==> src/rtl/player_motion_ctrl_pkg.sv <==
// -----------------------------------------------------------------------------
// player_motion_ctrl_pkg
// Shared definitions for the player/missile motion controller:
//   - coordinate and arithmetic widths
//   - default screen constants (player row, horizontal limits, start column)
//   - missile FSM state encoding
//   - next_player_x(): one frame of horizontal player movement
// Configuration macro: PLAYER_WRAP_EN
//   undefined -> player_x clamps at X_MIN / X_MAX
//   defined   -> leaving the left edge lands on X_MAX, leaving the right edge
//                lands on X_MIN
// -----------------------------------------------------------------------------
package player_motion_ctrl_pkg;

  localparam int COORD_W = 9;   // screen coordinate width
  localparam int CALC_W  = 10;  // movement arithmetic width (one guard bit)
  localparam int CD_W    = 8;   // cooldown frame counter width

  localparam int DEF_PLAYER_X_INIT = 128;
  localparam int DEF_PLAYER_Y      = 200;
  localparam int DEF_X_MIN         = 8;
  localparam int DEF_X_MAX         = 240;

  typedef enum logic [1:0] {
    MS_IDLE     = 2'd0,
    MS_FLY      = 2'd1,
    MS_COOLDOWN = 2'd2
  } missile_state_t;

  // One frame of player movement. Both buttons (or neither) hold position.
  function automatic logic [COORD_W-1:0] next_player_x(
    input logic [COORD_W-1:0] x,
    input logic               left,
    input logic               right,
    input logic [COORD_W-1:0] step,
    input logic [COORD_W-1:0] x_min,
    input logic [COORD_W-1:0] x_max
  );
    logic [CALC_W-1:0] x_ext;
    logic [CALC_W-1:0] sum;
    logic [CALC_W-1:0] step_ext;
    logic              under;
    logic              over;
    logic [COORD_W-1:0] result;
    x_ext    = {1'b0, x};
    step_ext = {1'b0, step};
    sum      = x_ext;
    under    = 1'b0;
    over     = 1'b0;
    if (left && !right) begin
      // Compare before subtracting so a small x cannot wrap through zero.
      under = (x_ext < ({1'b0, x_min} + step_ext));
      sum   = x_ext - step_ext;
    end else if (right && !left) begin
      sum  = x_ext + step_ext;
      over = (sum > {1'b0, x_max});
    end
    result = sum[COORD_W-1:0];
`ifdef PLAYER_WRAP_EN
    if (under)
      result = x_max;
    else if (over)
      result = x_min;
`else
    if (under)
      result = x_min;
    else if (over)
      result = x_max;
`endif
    return result;
  endfunction

endpackage

==> src/rtl/player_motion_ctrl_frame_tick_gen.sv <==
// -----------------------------------------------------------------------------
// frame_tick_gen
// Registers vsync and emits a single-cycle frame_tick one cycle after the
// sampled vsync rises.
// Ports:
//   clk        in  system clock
//   reset      in  synchronous active-low reset
//   vsync      in  vertical sync from the video timing generator
//   frame_tick out one-cycle pulse per frame (registered)
// -----------------------------------------------------------------------------
module frame_tick_gen (
  input  logic clk,
  input  logic reset,
  input  logic vsync,
  output logic frame_tick
);

  logic vsync_reg;
  logic vsync_prev_reg;

  always_ff @(posedge clk) begin
    if (!reset) begin
      vsync_reg      <= 1'b0;
      vsync_prev_reg <= 1'b0;
      frame_tick     <= 1'b0;
    end else begin
      vsync_reg      <= vsync;
      vsync_prev_reg <= vsync_reg;
      frame_tick     <= vsync_reg & ~vsync_prev_reg;
    end
  end

endmodule

==> src/rtl/player_motion_ctrl.sv <==
// -----------------------------------------------------------------------------
// player_motion_ctrl
// Moves the player horizontally from button input once per frame and runs a
// single missile (IDLE -> FLY -> COOLDOWN -> IDLE).
// Ports:
//   clk            in  system clock
//   reset          in  synchronous active-low reset
//   vsync          in  vertical sync (frame timing)
//   btn_left       in  raw button, asynchronous
//   btn_right      in  raw button, asynchronous
//   btn_fire       in  raw button, asynchronous
//   missile_hit    in  collision pulse, acted on in any cycle while flying
//   player_x/_y    out player sprite position (9 bit)
//   missile_x/_y   out missile position (9 bit), held while inactive
//   missile_active out missile in flight
//   frame_tick     out one-cycle pulse per frame
// Configuration macro: PLAYER_WRAP_EN (horizontal wrap instead of clamp)
// -----------------------------------------------------------------------------
module player_motion_ctrl
  import player_motion_ctrl_pkg::*;
#(
  parameter int PLAYER_X_INIT   = DEF_PLAYER_X_INIT,
  parameter int PLAYER_Y        = DEF_PLAYER_Y,
  parameter int X_MIN           = DEF_X_MIN,
  parameter int X_MAX           = DEF_X_MAX,
  parameter int STEP            = 2,
  parameter int MISSILE_STEP    = 4,
  parameter int MISSILE_Y_TOP   = 8,
  parameter int COOLDOWN_FRAMES = 3
) (
  input  logic               clk,
  input  logic               reset,
  input  logic               vsync,
  input  logic               btn_left,
  input  logic               btn_right,
  input  logic               btn_fire,
  input  logic               missile_hit,
  output logic [COORD_W-1:0] player_x,
  output logic [COORD_W-1:0] player_y,
  output logic [COORD_W-1:0] missile_x,
  output logic [COORD_W-1:0] missile_y,
  output logic               missile_active,
  output logic               frame_tick
);

  localparam logic [COORD_W-1:0] X_INIT_C   = COORD_W'(PLAYER_X_INIT);
  localparam logic [COORD_W-1:0] PLAYER_Y_C = COORD_W'(PLAYER_Y);
  localparam logic [COORD_W-1:0] X_MIN_C    = COORD_W'(X_MIN);
  localparam logic [COORD_W-1:0] X_MAX_C    = COORD_W'(X_MAX);
  localparam logic [COORD_W-1:0] STEP_C     = COORD_W'(STEP);
  localparam logic [COORD_W-1:0] M_STEP_C   = COORD_W'(MISSILE_STEP);
  localparam logic [CALC_W-1:0]  RETIRE_C   = CALC_W'(MISSILE_Y_TOP + MISSILE_STEP);
  localparam logic [CD_W-1:0]    CD_LOAD_C  = CD_W'(COOLDOWN_FRAMES);

  // Button synchronizers, bit order {fire, right, left}.
  logic [2:0] btn_raw;
  logic [2:0] sync1_reg;
  logic [2:0] sync2_reg;
  logic       left_s, right_s, fire_s;

  assign btn_raw = {btn_fire, btn_right, btn_left};

  always_ff @(posedge clk) begin
    if (!reset) begin
      sync1_reg <= 3'b000;
      sync2_reg <= 3'b000;
    end else begin
      sync1_reg <= btn_raw;
      sync2_reg <= sync1_reg;
    end
  end

  assign left_s  = sync2_reg[0];
  assign right_s = sync2_reg[1];
  assign fire_s  = sync2_reg[2];

  frame_tick_gen u_frame_tick_gen (
    .clk        (clk),
    .reset      (reset),
    .vsync      (vsync),
    .frame_tick (frame_tick)
  );

  logic [COORD_W-1:0] player_x_reg;
  logic [COORD_W-1:0] missile_x_reg;
  logic [COORD_W-1:0] missile_y_reg;
  logic               missile_active_reg;
  logic [CD_W-1:0]    cooldown_reg;
  logic               fire_prev_reg;   // fire as seen at the previous tick
  missile_state_t     state_reg;

  always_ff @(posedge clk) begin
    if (!reset) begin
      player_x_reg       <= X_INIT_C;
      missile_x_reg      <= '0;
      missile_y_reg      <= '0;
      missile_active_reg <= 1'b0;
      cooldown_reg       <= '0;
      fire_prev_reg      <= 1'b0;
      state_reg          <= MS_IDLE;
    end else begin
      if (frame_tick) begin
        player_x_reg  <= next_player_x(player_x_reg, left_s, right_s,
                                       STEP_C, X_MIN_C, X_MAX_C);
        fire_prev_reg <= fire_s;
      end

      // A hit overrides whatever the missile would have done on this tick.
      if (missile_hit && (state_reg == MS_FLY)) begin
        state_reg          <= MS_COOLDOWN;
        missile_active_reg <= 1'b0;
        cooldown_reg       <= CD_LOAD_C;
      end else if (frame_tick) begin
        case (state_reg)
          MS_IDLE: begin
            if (fire_s && !fire_prev_reg) begin
              state_reg          <= MS_FLY;
              missile_x_reg      <= player_x_reg + COORD_W'(3);
              missile_y_reg      <= PLAYER_Y_C - COORD_W'(1);
              missile_active_reg <= 1'b1;
            end
          end
          MS_FLY: begin
            if ({1'b0, missile_y_reg} < RETIRE_C) begin
              state_reg          <= MS_COOLDOWN;
              missile_active_reg <= 1'b0;
              cooldown_reg       <= CD_LOAD_C;
            end else begin
              missile_y_reg <= missile_y_reg - M_STEP_C;
            end
          end
          MS_COOLDOWN: begin
            // A load of 0 or 1 both release on this tick.
            if (cooldown_reg <= CD_W'(1)) begin
              state_reg    <= MS_IDLE;
              cooldown_reg <= '0;
            end else begin
              cooldown_reg <= cooldown_reg - CD_W'(1);
            end
          end
          default: state_reg <= MS_IDLE;
        endcase
      end
    end
  end

  assign player_x       = player_x_reg;
  assign player_y       = PLAYER_Y_C;
  assign missile_x      = missile_x_reg;
  assign missile_y      = missile_y_reg;
  assign missile_active = missile_active_reg;

endmodule

==> config.mk <==
export PLATFORM = sky130hd
export DESIGN_NAME = player_motion_ctrl
export DESIGN_NICKNAME = d
export VERILOG_FILES = /design/src/rtl/player_motion_ctrl_pkg.sv /design/src/rtl/player_motion_ctrl_frame_tick_gen.sv /design/src/rtl/player_motion_ctrl.sv
export SDC_FILE = /design/constraint.sdc
export NUM_CORES = 1
export LEC_CHECK = 0
export CAP_MARGIN = 10
export CORE_MARGIN = 2
export CORE_UTILIZATION = 52
export CTS_CLUSTER_DIAMETER = 150
export DETAILED_ROUTE_END_ITERATION = 7
export PLACE_DENSITY_LB_ADDON = 0.2
export SYNTH_ARGS = -nofsm -noshare
export SYNTH_HDL_FRONTEND = slang
export SYNTH_SLANG_ARGS = --single-unit
==> constraint.sdc <==
create_clock -name clk -period 2.05 [get_ports clk]
set_input_delay 0.205 -clock clk [delete_from_list [all_inputs] [get_ports clk]]
set_output_delay 0.205 -clock clk [all_outputs]
set_load 0.03 [all_outputs]
# Word-level counts from Yosys, hierarchy flattened
# Index checks and enable logic that the tools add are counted.
# Widths: inputs -> output; s select.
# totals
reg_bits,48
in_bits,7
output_inout_bits,38
word_cells,86
# op_classes
n_eq_ne,9
n_bitwise,4
n_mux,28
reduce_logical,22
add_sub_neg,5
order_cmp,4
# ops
op,n
$mux 9,6
$lt 9x4->1 const B,2
$pmux 9 s2,1
$mux 8,2
$pmux 8 s2,1
$reduce_and 4->1,4
$mux 2,7
$add 9x2->10 const B,1
$gt 10x8->1 const B,1
$add 9x2->9 const B,1
$mux 1,9
$sub 9x2->9 const B,1
$sub 9x3->9 const B,1
$le 8x1->1 const B,1
$sub 8x1->8 const B,1
$ne 2x2->1 const B,3
$ne 3x3->1 const B,2
$pmux 2 s3,1
$reduce_and 3->1,2
$reduce_bool 2->1,3
$reduce_and 5->1,1
$logic_and 1x1->1,4
$reduce_bool 4->1,1
$logic_not 1->1,3
11 further kinds,13

# Logic depth before layout (Yosys ltp)
# logic_depth
ltp_word,8
mapped_depth,8
ltp_nobuf,7

# Modules after synthesis
# From an unflattened synthesis, not the netlist that was laid out.
# hier_totals
cells_unflattened,300
area_unflattened_um2,2539.9
# by_module_without_submodules
mod,cells_per_inst,seq_area_each_um2,instances,area_each_um2
player_motion_ctrl,294,860.8,1,2458.6
frame_tick_gen,6,60.1,1,81.3

# Worst setup path before layout
# OpenSTA, ideal clock, no wires.
# synth_path
kind,reg2reg
startpoint,reg player_x_reg[1] (netlist: player_x[1])
endpoint,reg player_x_reg[3] (netlist: player_x[3])
arrival_ps,1850
required_ps,1913
period_less_slack_ps,1988
slack_ps,62
path_buffers,1
path_stages_with_launch,9
setup_ps,137
path_cell_list,dfxtp_1 buf_2 inv_1 ha_1 nand2b_1 a41oi_1 a21oi_1 o21ai_0 a21oi_1
# synth_via
elab_chain_cells,8
elab_cells_between_ends,17
cone_classes,add/sub: 2; order compare: 2; mux: 11; reduce/logical: 2
# synth_rtl
item,line,text
from (decl),player_motion_ctrl.sv:84,logic [COORD_W-1:0] player_x_reg;
from (signal assigned),player_motion_ctrl.sv:103,"player_x_reg <= next_player_x(player_x_reg, left_s, right_s,"
$add 9x2->10,player_motion_ctrl_pkg.sv:55,sum = x_ext + step_ext;
$gt 10x8->1,player_motion_ctrl_pkg.sv:56,"over = (sum > {1'b0, x_max});"
$mux 1,player_motion_ctrl_pkg.sv:54,end else if (right && !left) begin
$mux 1,player_motion_ctrl_pkg.sv:50,if (left && !right) begin
$mux 1,player_motion_ctrl.sv:102,if (frame_tick) begin
$mux 1,player_motion_ctrl.sv:93,if (!reset) begin
$reduce_bool 4->1 (no line) / $mux 9 (equally long branches),--,
$reduce_and 2->1 (no line) / $mux 9 (equally long branches),--,
# Parallel ways exist; a longest one is shown, timed or not. The select of a mux whose other input is x is not followed.
# A chain may end at the register's enable or synchronous reset.

# Worst setup path in the final report
# layout_path
startpoint,reg player_x_reg[3] (netlist: player_x[3])
endpoint,reg player_x_reg[6] (netlist: player_x[6])
# Same word-level chain as after synthesis.

==> results by group <==
Run status
  • Outcome: finished clean

Routing
  • Initial DRC count: 126
  • Avg WL per Cell: 13.7 um
  • Post-route ant nets: 0
  • Drt first pass iters: 4
  • Total Wirelength: 5530 um
  • Wire length on met1: 2710 um
  • Wire length on met2: 2400 um
  • Total number of vias: 2179
  • DRC violations left: 0
  • Vias per Instance: 5.39
  • Top Metal Used: met4
  • Met3 wire len: 360 um

Synth
  • Top FF cell, synth: dfxtp_1
  • Cells after Synth: 301
  • Post-Syn Area: 2610 um^2
  • Ranking of synthesized cells by area: dfxtp_1 (35%), ha_1 (5.8%), nor2_1 (5.0%)
  • Post-synth EDFFs: 0
  • Syn_area_per_cell: 8.66 um^2
  • Synth cell types: 57
  • Post-synthesis sequential area ratio: 35.3%
  • Largest area contributor in the netlist: dfxtp_1
  • #FFs+latches synth: 46
  • Syn. warnings: 0
  • Ys async rst share: 0%
  • Post-synth top area share: 35.3%

Worst hold path
  • Hold Path Cell Cnt: 1
  • Worst Hold End: u_frame_tick_gen.frame_tick
  • Hold/Removal Path Class: reg -> reg
  • Min-delay src: u_frame_tick_gen.vsync_prev_reg

Die
  • Initial core utilization: 54.5%
  • Die X: 74.8 um
  • IO Pins: 45
  • Die height: 74.8 um
  • Row cnt: 25
  • Die ar.: 5600 um^2
  • Core area: 4790 um^2

Clock network
  • CTS tree: built
  • Total clock sinks: 46
  • Clk_lat worst skew: 300 ps
  • Post-CTS Hold Buffers: 0
  • CTS Root Cell: clkbuf_8
  • Total CTS buffers: 5
  • Clk pin slew, worst setup/hold paths: 80 ps
  • Clock Tree Buf Depth: 2
  • H-tree depth: 2

Global route
  • Pin count of the biggest net entering global routing: 23
  • Total congestion overflow: 0
  • Vias in the first global route: 1983
  • Initial antenna violation count: 0
  • First-pass GRT wire length: 9360 um
  • Gr usage total: 21.9%

Worst setup path
  • Reg-to-Reg End: player_x[6]
  • Crit Path Max Fanout: 9
  • Setup Crit Path Kind: reg -> reg
  • Worst r2r path cells: 5
  • Worst EP required: 2230 ps
  • Type of origin of the critical path: register
  • Setup crit end kind: register
  • Reg2reg start: player_x[3]
  • Flop2flop setup slack: 200 ps
  • CP arrival: 2040 ps

STA
  • Tmin final: 1850 ps
  • Final setup TNS: 0 ps
  • Final hold vios: 0
  • Worst Tran Pin Value: 494 ps
  • Period utilization: 90.3%
  • F_max: 0.540 GHz
  • Worst rel slew slack: 66.9%
  • Count of final setup violators: 0
  • Pins Over Slew Limit: 0
  • Setup WS post-layout: 199 ps
  • Worst Skew: 9.78 ps
  • Unrepaired setup endpoints after global routing: no

Power and ir drop
  • PD cells: 524 nW/um^2
  • Clock Power Share: 33.6%
  • Net Sw Frac: 24.6%
  • Peak supply drop: 0.374 mV
  • NetSw: 401 uW
  • Sequential power share: 56.3%
  • Combinational Power Share: 10.1%
  • Leakage: 1.14 nW
  • Int Power: 1.23 mW

Layout
  • Fillers: 433
  • Multi-input gate area: 1500 um^2
  • Synthesis-to-layout area growth: 19.5%
  • Max reg flops: 9
  • Sequential cell area: 923 um^2
  • NumNets Final: 357
  • Share of layout cells above drive strength 1: 11.6%
  • Diode count: 0

Placement
  • # port buffers: 34
  • DPL Wire Length: 4120 um
  • Pre-CTS setup slack: 119 ps
  • Gp weighted congestion: 0.933

Run
  • Max Cap Viol: 0
==> routing by layer <==
layer  GRT usage, %  up-vias
met3           4.95        6
met5              0        -
met2           33.4       73
met1           30.9      992
met4           6.55        0
li1               -     1108
==> how the worst max path moves through the flow <==
| stage | slack [ps] | end | depth (start not counted) | from |
|---|---|---|---|---|
| after floorplan | 60 | player_x[3] | 8 | player_x[1] |
| after global routing | 30 | player_x[2] | 5 | player_x[3] |
| after detailed placement | 120 | player_x[3] | 7 | player_x[2] |
| after global placement | 140 | player_x[3] | 7 | player_x[2] |
| after CTS | 90 | player_x[3] | 7 | player_x[2] |
| final | 200 | player_x[6] | 5 | player_x[3] |
==> power groups by stage <==
| stage | registers, mW | clock network [mW] | logic (mW) |
|---|---|---|---|
| after floorplan | 0.949 | 0 | 0.118 |
| after global placement | 0.939 | 0 | 0.162 |
| after detailed placement | 0.940 | 0 | 0.164 |
| after CTS | 0.919 | 0.573 | 0.165 |
| after global routing | 0.921 | 0.610 | 0.179 |
| final | 0.919 | 0.548 | 0.165 |
==> stage by stage <==
stage | instances | total power [mW] | utilization, % | instance area [um^2] | hold slack, ps
final | 404 | 1.63 | 65.1 | 3120 | 388
after floorplan | 309 | 1.07 | - | 2640 | 332
after CTS | 404 | 1.66 | 64.9 | 3110 | 391
after detailed placement | 398 | 1.10 | 63.2 | 3020 | 379
after global placement | 398 | 1.10 | 63.2 | 3020 | 372
after global routing | 404 | 1.71 | 65.1 | 3120 | 395
==> cells in the mapped netlist (all sizes together), types with 2 or more instances <==
master and count:
and2 9, ha 12, nor2b 8, o41ai 3, a32oi 2, buf 20
and3 2, a21oi 13, conb 2, inv 17, o21a 3, mux2i 3
o31ai 2, or3 4, nand4 3, a21o 4, xor2 2, nor4 5
o21ai 8, a41oi 2, nor2 35, a21boi 2, nor3 6, clkbuf 8
dfxtp 46, o221a 2, or4 2, nand2 12, nand2b 4, xnor2 15
a211oi 11, nand3 10, o211ai 4
==> timing repair <==
action / in CTS / in global routing
endpoints found under the setup margin: 0 / 4
setup buffers: 0 / 0
resized for setup: 0 / 3
==> cell usage in the layout (no fill, tap or decap), types with 4 or more instances in the layout <==
cell type / instances
dfxtp_1: 44
nor2_1: 35
clkdlybuf4s50_1: 34
inv_1: 17
buf_4: 16
xnor2_1: 15
a21oi_1: 13
nand2_1: 12
ha_1: 12
a211oi_1: 11
nand3_1: 10
conb_1: 10
and2_1: 9
nor2b_1: 8
o21ai_0: 7
nor3_1: 6
clkbuf_8: 6
nand2b_1: 4
o211ai_1: 4
nor4_1: 4
a21o_1: 4
==> cell type report <==
cell class / instances / share of cell area (%)
inverter: 18 / 2.17
timing repair buffer: 50 / 14.8
sequential: 46 / 29.6
tap: 67 / 2.69
multi-input combinational: 217 / 48.1
clock buffer: 6 / 2.65
==> worst max-delay path: stages (launching register included) <==
cell      delay (ps)
dfxtp_1          470
and4_1           290
a21boi_0         120
o221ai_2         300
a21oi_1          150
o41a_1           420
==> cell families after synthesis <==
group	Yosys count	synth area share, %
simple gates	107	22.0
compound gates	68	20.9
flops	46	35.3
buf+inv	46	8.93
xor+xnor	17	5.71
fa+ha+maj	12	5.76
mux	3	1.15
other cells	2	0.288
Power figures use the tool's default switching activity.
